`src/rtl/ram_op_ctrl.sv`:
```
`timescale 1ns/1ps
// Sequencer owning the operand RAM port: reads two operands, adds or subtracts,
// writes the result and a status word back using a set/pulse/hold write handshake.
module ram_op_ctrl #(
  parameter int unsigned RESTA_BASE = 0,
  parameter int unsigned SUMA_BASE  = 3,
  parameter int unsigned STAT_RESTA = 6,
  parameter int unsigned STAT_SUMA  = 7
) (
  input  logic        clk,
  input  logic        rst_n,
  input  logic        start,
  input  logic        op,
  output logic        busy,
  output logic        done,
  output logic [31:0] result,
  output logic [2:0]  flags,
  output logic [7:0]  job_cnt,
  output logic [4:0]  DirRam,
  output logic [31:0] DatosE,
  output logic        WE,
  input  logic [31:0] DatosS
);

  localparam int unsigned AW = 5;
  localparam int unsigned DW = 32;

  localparam logic [AW-1:0] RESTA_ADDR = AW'(RESTA_BASE);
  localparam logic [AW-1:0] SUMA_ADDR  = AW'(SUMA_BASE);
  localparam logic [AW-1:0] SRESTA_ADDR = AW'(STAT_RESTA);
  localparam logic [AW-1:0] SSUMA_ADDR  = AW'(STAT_SUMA);

  typedef enum logic [3:0] {
    S_IDLE,
    S_RD_A,
    S_RD_B,
    S_CALC,
    S_W1_SET,
    S_W1_PUL,
    S_W1_HLD,
    S_W2_SET,
    S_W2_PUL,
    S_W2_HLD,
    S_DONE
  } state_t;

  state_t state, next_state;

  logic          op_q;
  logic [DW-1:0] op_a, op_b;

  logic          op_sel;
  logic [AW-1:0] base_addr, stat_addr;

  logic [DW:0]   sum_w, dif_w, calc_w;
  logic [DW-1:0] calc_r;
  logic          calc_cb, calc_ovf, calc_zero;
  logic [DW-1:0] stat_word;

  logic [AW-1:0] dir_d;
  logic [DW-1:0] datos_d;
  logic          we_d;

  // In IDLE the op being latched this edge must already steer the first read address.
  always_comb begin
    op_sel    = (state == S_IDLE) ? op : op_q;
    base_addr = op_sel ? SUMA_ADDR : RESTA_ADDR;
    stat_addr = op_sel ? SSUMA_ADDR : SRESTA_ADDR;
  end

  // Arithmetic: bit 32 is carry for add and borrow for subtract.
  always_comb begin
    sum_w     = {1'b0, op_a} + {1'b0, op_b};
    dif_w     = {1'b0, op_a} - {1'b0, op_b};
    calc_w    = op_q ? sum_w : dif_w;
    calc_r    = calc_w[DW-1:0];
    calc_cb   = calc_w[DW];
    calc_zero = (calc_r == '0);
    if (op_q) calc_ovf = (op_a[DW-1] == op_b[DW-1]) && (calc_r[DW-1] != op_a[DW-1]);
    else      calc_ovf = (op_a[DW-1] != op_b[DW-1]) && (calc_r[DW-1] != op_a[DW-1]);
    stat_word = {29'b0, calc_ovf, calc_zero, calc_cb};
  end

  always_ff @(posedge clk) begin
    if (!rst_n) state <= S_IDLE;
    else        state <= next_state;
  end

  // Next state, then RAM-side values for the state being entered.
  always_comb begin
    next_state = state;
    dir_d      = '0;
    datos_d    = '0;
    we_d       = 1'b0;

    case (state)
      S_IDLE:   if (start) next_state = S_RD_A;
      S_RD_A:   next_state = S_RD_B;
      S_RD_B:   next_state = S_CALC;
      S_CALC:   next_state = S_W1_SET;
      S_W1_SET: next_state = S_W1_PUL;
      S_W1_PUL: next_state = S_W1_HLD;
      S_W1_HLD: next_state = S_W2_SET;
      S_W2_SET: next_state = S_W2_PUL;
      S_W2_PUL: next_state = S_W2_HLD;
      S_W2_HLD: next_state = S_DONE;
      S_DONE:   next_state = S_IDLE;
      default:  next_state = S_IDLE;
    endcase

    case (next_state)
      S_RD_A: dir_d = base_addr;
      S_RD_B: dir_d = base_addr + AW'(1);
      S_W1_SET, S_W1_PUL, S_W1_HLD: begin
        dir_d   = base_addr + AW'(2);
        datos_d = calc_r;
        we_d    = (next_state == S_W1_PUL);
      end
      S_W2_SET, S_W2_PUL, S_W2_HLD: begin
        dir_d   = stat_addr;
        datos_d = stat_word;
        we_d    = (next_state == S_W2_PUL);
      end
      default: ;
    endcase
  end

  always_ff @(posedge clk) begin
    if (!rst_n) begin
      DirRam  <= '0;
      DatosE  <= '0;
      WE      <= 1'b0;
      busy    <= 1'b0;
      done    <= 1'b0;
      result  <= '0;
      flags   <= '0;
      job_cnt <= '0;
      op_q    <= 1'b0;
      op_a    <= '0;
      op_b    <= '0;
    end else begin
      DirRam <= dir_d;
      DatosE <= datos_d;
      WE     <= we_d;
      busy   <= (next_state != S_IDLE);
      done   <= (next_state == S_DONE);
      if (state == S_IDLE && start) op_q <= op;
      if (state == S_RD_A) op_a <= DatosS;
      if (state == S_RD_B) op_b <= DatosS;
      if (state == S_CALC) begin
        result <= calc_r;
        flags  <= {calc_ovf, calc_zero, calc_cb};
      end
      if (next_state == S_DONE) job_cnt <= job_cnt + 8'd1;
    end
  end

endmodule

```
`config.mk`:
```
export PLATFORM = sky130hd
export DESIGN_NAME = ram_op_ctrl
export DESIGN_NICKNAME = d
export VERILOG_FILES = /design/src/rtl/ram_op_ctrl.sv
export SDC_FILE = /design/constraint.sdc
export NUM_CORES = 1
export LEC_CHECK = 0
export ABC_CLOCK_PERIOD_IN_PS = 12700
export CAP_MARGIN = 20
export CORE_ASPECT_RATIO = 0.7
export CORE_UTILIZATION = 45
export CTS_CLUSTER_SIZE = 8
export DETAILED_ROUTE_END_ITERATION = 8
export PLACE_DENSITY = 0.71
export SYNTH_ARGS = -nofsm -noshare
export SYNTH_HDL_FRONTEND = slang
export SYNTH_SLANG_ARGS = --single-unit
```
`constraint.sdc`:
```
create_clock -name clk -period 12.7 [get_ports clk]
set_clock_uncertainty 0.15 [all_clocks]
set_input_delay 2.54 -clock clk [delete_from_list [all_inputs] [get_ports clk]]
set_output_delay 2.54 -clock clk [all_outputs]
set_load 0.1 [all_outputs]
```
# After elaboration in Yosys (flattened, before gate mapping)
# Cells that the tools add are included.
# totals
out_inout_bits,83
inputBits,36
wordCells,56
ff_bits,152
# classes
mux,10
add_sub_neg,5
eq_ne,21
n_reduce_logical,8
# op_table
operator,count
case mux 32 bit (2 select lines),1
case mux 4 bit (10 select lines),1
adder 32 x 32 -> 33 bit,1
2-to-1 mux 33 bit,1
subtractor 32 x 32 -> 33 bit,1
"== test 4 x 3 -> 1 bit, second input constant",8
zero test 32 bit,1
"== test 4 bit, second input constant",5
"== test 4 x 2 -> 1 bit, second input constant",3
case mux 3 bit (4 select lines),1
"adder 8 x 1 -> 8 bit, second input constant",1
"== test 4 x 1 -> 1 bit, second input constant",2
OR reduction 3 bit,2
zero test 4 bit,1
2-to-1 mux 4 bit,1
nonzero test 4 bit,1
"adder 2 x 1 -> 3 bit, second input constant",1
"adder 2 x 2 -> 3 bit, second input constant",1
logical AND 1 bit,3
2-to-1 mux 1 bit,3
2-to-1 mux 2 bit,1
inequality test 1 bit,2
case mux 1 bit (2 select lines),1
== test 1 bit,1

# Logic depth before layout (Yosys ltp)
# logic_depth
ltp_word,6
mapped_depth,19
depth_no_buf,18

# Least setup slack after synthesis
# Ideal clock, no wire load.
# synth_path
kind,register to register
from,register op_b[2]
to,register DatosE[1]
setup_slack_ps,8342
stages_incl_launch_ff,20
setup_ps,84
period_less_slack_ps,4358
t_arrival_ps,4124
t_required_ps,12466
n_path_buf,1
path_cell_list,dfxtp_1 > nor3_1 > nand2_1 > nor4_1 > and3_1 > and3b_1 > and2_1 > nor2_1 > xnor2_1 > ha_1 > clkbuf_1 > a21oi_1 > o21a_1 > a21boi_1 > nand2_1 > nor4_1 > a211o_1 > nand3_1 > or4_1 > o31ai_2
# synth_via
elab_chain_len,4
elab_cells_between_ends,5
cone_classes,add/sub (2); mux (2); reduce/logical (1)
# synth_lines
element,line_no,source
from (decl),50,"logic [DW-1:0] op_a, op_b;"
from (signal assigned),149,if (state == S_RD_B) op_b <= DatosS;
subtractor 32 x 32 -> 33 bit or adder 32 x 32 -> 33 bit (tied branches),"74, 73",
2-to-1 mux 33 bit *,75,calc_w = op_q ? sum_w : dif_w;
zero test 32 bit *,78,calc_zero = (calc_r == '0);
case mux 32 bit (2 select lines) *,111,case (next_state)
to (signal assigned),143,DatosE <= datos_d;
to (decl),20,"output logic [31:0] DatosE,"
# Every way passes the cells marked *; elsewhere a longest branch is shown, timed or not.
# A chain may end at the register's enable or synchronous reset.

# Worst setup path in the final report
# Same ends and word-level chain as after synthesis.

==> results.sh <==
export IMPL_seq_area_um2=3000
export IMPL_synth_edf_count=0
export IMPL_ys_seq_area_share_pct=35.3
export IMPL_hold_class="flop to flop"
export IMPL_drt_pre_antenna_iters=7
export IMPL_fp_dieW_um=166
export IMPL_via_per_inst=5.57
export IMPL_p_leak_nw=4.05
export IMPL_final_util_pct=56.8
export IMPL_grt_max_degree=73
export IMPL_vias=7778
export IMPL_min_from="flags[1]"
export IMPL_power_frac_clock_pct=30.1
export IMPL_routed_wl_mm=23.2
export IMPL_cp_arrival_ns=5.35
export IMPL_crit_path_frequent_cell="nand2_1"
export IMPL_place_gp_congestion=0.963
export IMPL_endpoint="DatosE[1]"
export IMPL_die_area_um2=19400
export IMPL_numCtsBuffers=17
export IMPL_reg2reg_from="op_b[2]"
export IMPL_ir_drop_mv=0.0896
export IMPL_mostFrequentLayoutCell="nand2_1"
export IMPL_cts_sinks=150
export IMPL_p_per_area_nw_per_um2=163
export IMPL_avgSynthCellArea_um2=7.98
export IMPL_drv_slew=0
export IMPL_path_depth=17
export IMPL_synth_top_family_by_area="simple AND/OR/NAND/NOR gates"
export IMPL_syn_to_final_growth_pct=22.0
export IMPL_synth_area_um2=8500
export IMPL_fin_nets=1224
export IMPL_power_share_combinational_pct=39.8
export IMPL_fill_cells=1722
export IMPL_synth_fa_ha_area_share_pct=5.83
export IMPL_insertion_delay_ns=0.43
export IMPL_drv_cap=0
export IMPL_worst_setup_path_start_kind="flop"
export IMPL_status="finished, violations left"
export IMPL_io_pin_count=119
export IMPL_row_count=41
export IMPL_grtUsageTotal_pct=24.3
export IMPL_critical_path_top_delay_family="simple AND/OR/NAND/NOR gates"
export IMPL_die_y_um=117
export IMPL_postSynth_asyncResetShare_pct=0
export IMPL_whs_ns=0.311
export IMPL_wire_per_inst_um=16.6
export IMPL_path_class="flop to flop"
export IMPL_path_buf_inv=0
export IMPL_synthSimpleGateAreaFrac_pct=24.8
export IMPL_switchingPower_uw=659
export IMPL_synthXorXnorAreaFrac_pct=5.86
export IMPL_crit_start="op_b[2]"
export IMPL_cts_tree="done"
export IMPL_worst_slew_pin_slew_ns=1.03
export IMPL_period_needed_ns=5.16
export IMPL_postPlaceCellArea_um2=9780
export IMPL_dp_hpwl_mm=16.9
export IMPL_clock_path_buffers=2
export IMPL_cts_clk_slew_worst_paths_ns=0.06
export IMPL_drive_gt1_share_pct=6.55
export IMPL_finalHoldViolCount=0
export IMPL_rsz0062_at_grt="false"
export IMPL_pre_cts_slack_ns=7.65
export IMPL_rr_endpoint="DatosE[1]"
export IMPL_multi_input_area_um2=5190
export IMPL_cts_root_buf="clkbuf_16"
export IMPL_core_area_um2=18300
export IMPL_reg2reg_slack_ns=7.54
export IMPL_finalSetupViolations=0
export IMPL_diodes=0
export IMPL_cts_resized_gates=0
export IMPL_grt_pass1_vias=7187
export IMPL_ys_flop_type="dfxtp_1"
export IMPL_drt_initial_drc_count=601
export IMPL_port_buffers=116
export IMPL_relSlewSlack_pct=31.0
export IMPL_yosysWarnings=0
export IMPL_synth_cells=1064
export IMPL_cts_setup_buffers=0
export IMPL_critPathCaptureType="flop"
export IMPL_cpMaxStageDelayCell="or4b_1"
export IMPL_overflow=0
export IMPL_required_ns=12.89
export IMPL_tns_ns=0
export IMPL_antenna_found_initial=0
export IMPL_path_max_fanout=6
export IMPL_p_int_mw=1.03
export IMPL_final_cell_mix="nand2_1, dfxtp_1, clkdlybuf4s50_1"
export IMPL_fin_ws_ns=7.54
export IMPL_ys_types=80
export IMPL_hold_buffers=0
export IMPL_swShare_pct=38.9
export IMPL_htreeDepth=4
export IMPL_final_cell_area_um2=10400
export IMPL_crit_chain="nor3_1, nand2_1, nor4_1, and3_1, and3b_1, a21oi_1, xor2_1, ha_1, nand2_1, or3_1, nor2_1, a21boi_2, o2111ai_1, o211ai_1, nand2b_1, or4b_1, o31ai_2"
export IMPL_fmax_ghz=0.194
export IMPL_synth_compound_area_share_pct=23.4
export IMPL_p_seq_share_pct=30.1
export IMPL_synth_mux_area_share_pct=0.987
export IMPL_antenna_left=0
export IMPL_grt_pass1_wl_mm=37.9
export IMPL_initial_core_util_pct=46.5
export IMPL_drt_drc_violations_left=3
export IMPL_ys_seq_elements=150
export IMPL_rr_worst_depth=17
export IMPL_fin_crit_sh_pct=40.6
export IMPL_failed_checks="DRC"
export IMPL_max_stage_delay_ns=0.49
-- Yosys cell counts, types with 11 or more instances --
| cell type | number | area [um2] |
|---|---|---|
| nand2_1 | 218 | 818 |
| dfxtp_1 | 150 | 3000 |
| nor2_1 | 79 | 297 |
| a21boi_0 | 72 | 541 |
| a21oi_1 | 54 | 270 |
| clkbuf_1 | 49 | 184 |
| and2_1 | 40 | 250 |
| o21ai_0 | 39 | 195 |
| ha_1 | 38 | 475 |
| xor2_1 | 29 | 254 |
| nor3_1 | 26 | 130 |
| xnor2_1 | 26 | 228 |
| nand3_1 | 24 | 120 |
| inv_1 | 16 | 60.1 |
| a31oi_1 | 11 | 68.8 |
-- how the worst min path moves through the flow --
stage / depth (start not counted) / slack [ns] / end
after floorplan: 2 / 0.29 / op_b[16]
after global placement: 2 / 0.30 / op_b[16]
after detailed placement: 2 / 0.30 / flags[1]
after CTS: 2 / 0.31 / flags[1]
after global routing: 2 / 0.33 / flags[1]
final: 2 / 0.31 / flags[1]
-- worst min-delay path, delay by kind of cell (launching register included) --
family           cells  cell delay (ns)
AND/OR/NAND/NOR      2             0.12
flip-flops           1             0.31
-- per-layer routing --
metal,track usage [%],vias up,share of wire [%]
met5,0,-,0
met4,4.75,0,0.80
met3,4.88,19,6.0
met2,39.8,213,45
met1,33.5,3678,48
li1,-,3868,-
-- final cells by class --
class,instances,area share [%]
multi-input combinational,839,50.1
clock inverter,10,1.15
timing repair buffer,125,11.8
tap,236,2.85
sequential,150,29.0
inverter,16,0.579
clock buffer,21,4.54
-- flip-flops by register name, indices dropped and copies added, names as in the netlist --
register	cells
DatosE	32
op_a	32
op_b	32
result	32
job_cnt	8
state	4
DirRam	3
flags	3
WE	1
busy	1
done	1
op_q	1
-- logic make-up after synthesis --
family | Yosys count
AND/OR/NAND/NOR | 458
AO/OA/AOI/OAI | 276
flip-flops | 150
buffers and inverters | 76
XOR/XNOR | 56
adder cells (fa/ha/maj) | 39
multiplexers | 8
other | 1
-- power groups by stage --
| stage | clock network [mW] | logic [mW] | registers (mW) |
|---|---|---|---|
| floorplan | 0 | 0.454 | 0.570 |
| global placement | 0 | 0.658 | 0.519 |
| detailed placement | 0 | 0.662 | 0.520 |
| CTS | 0.517 | 0.668 | 0.510 |
| global route | 0.538 | 0.739 | 0.512 |
| finish | 0.509 | 0.674 | 0.510 |
-- through the flow --
| stage | power (mW) | instances |
|---|---|---|
| after floorplan | 1.02 | 1065 |
| after global placement | 1.18 | 1366 |
| after detailed placement | 1.18 | 1366 |
| after CTS | 1.69 | 1397 |
| after global routing | 1.79 | 1397 |
| final | 1.69 | 1397 |
Power figures use the tool's default switching activity.
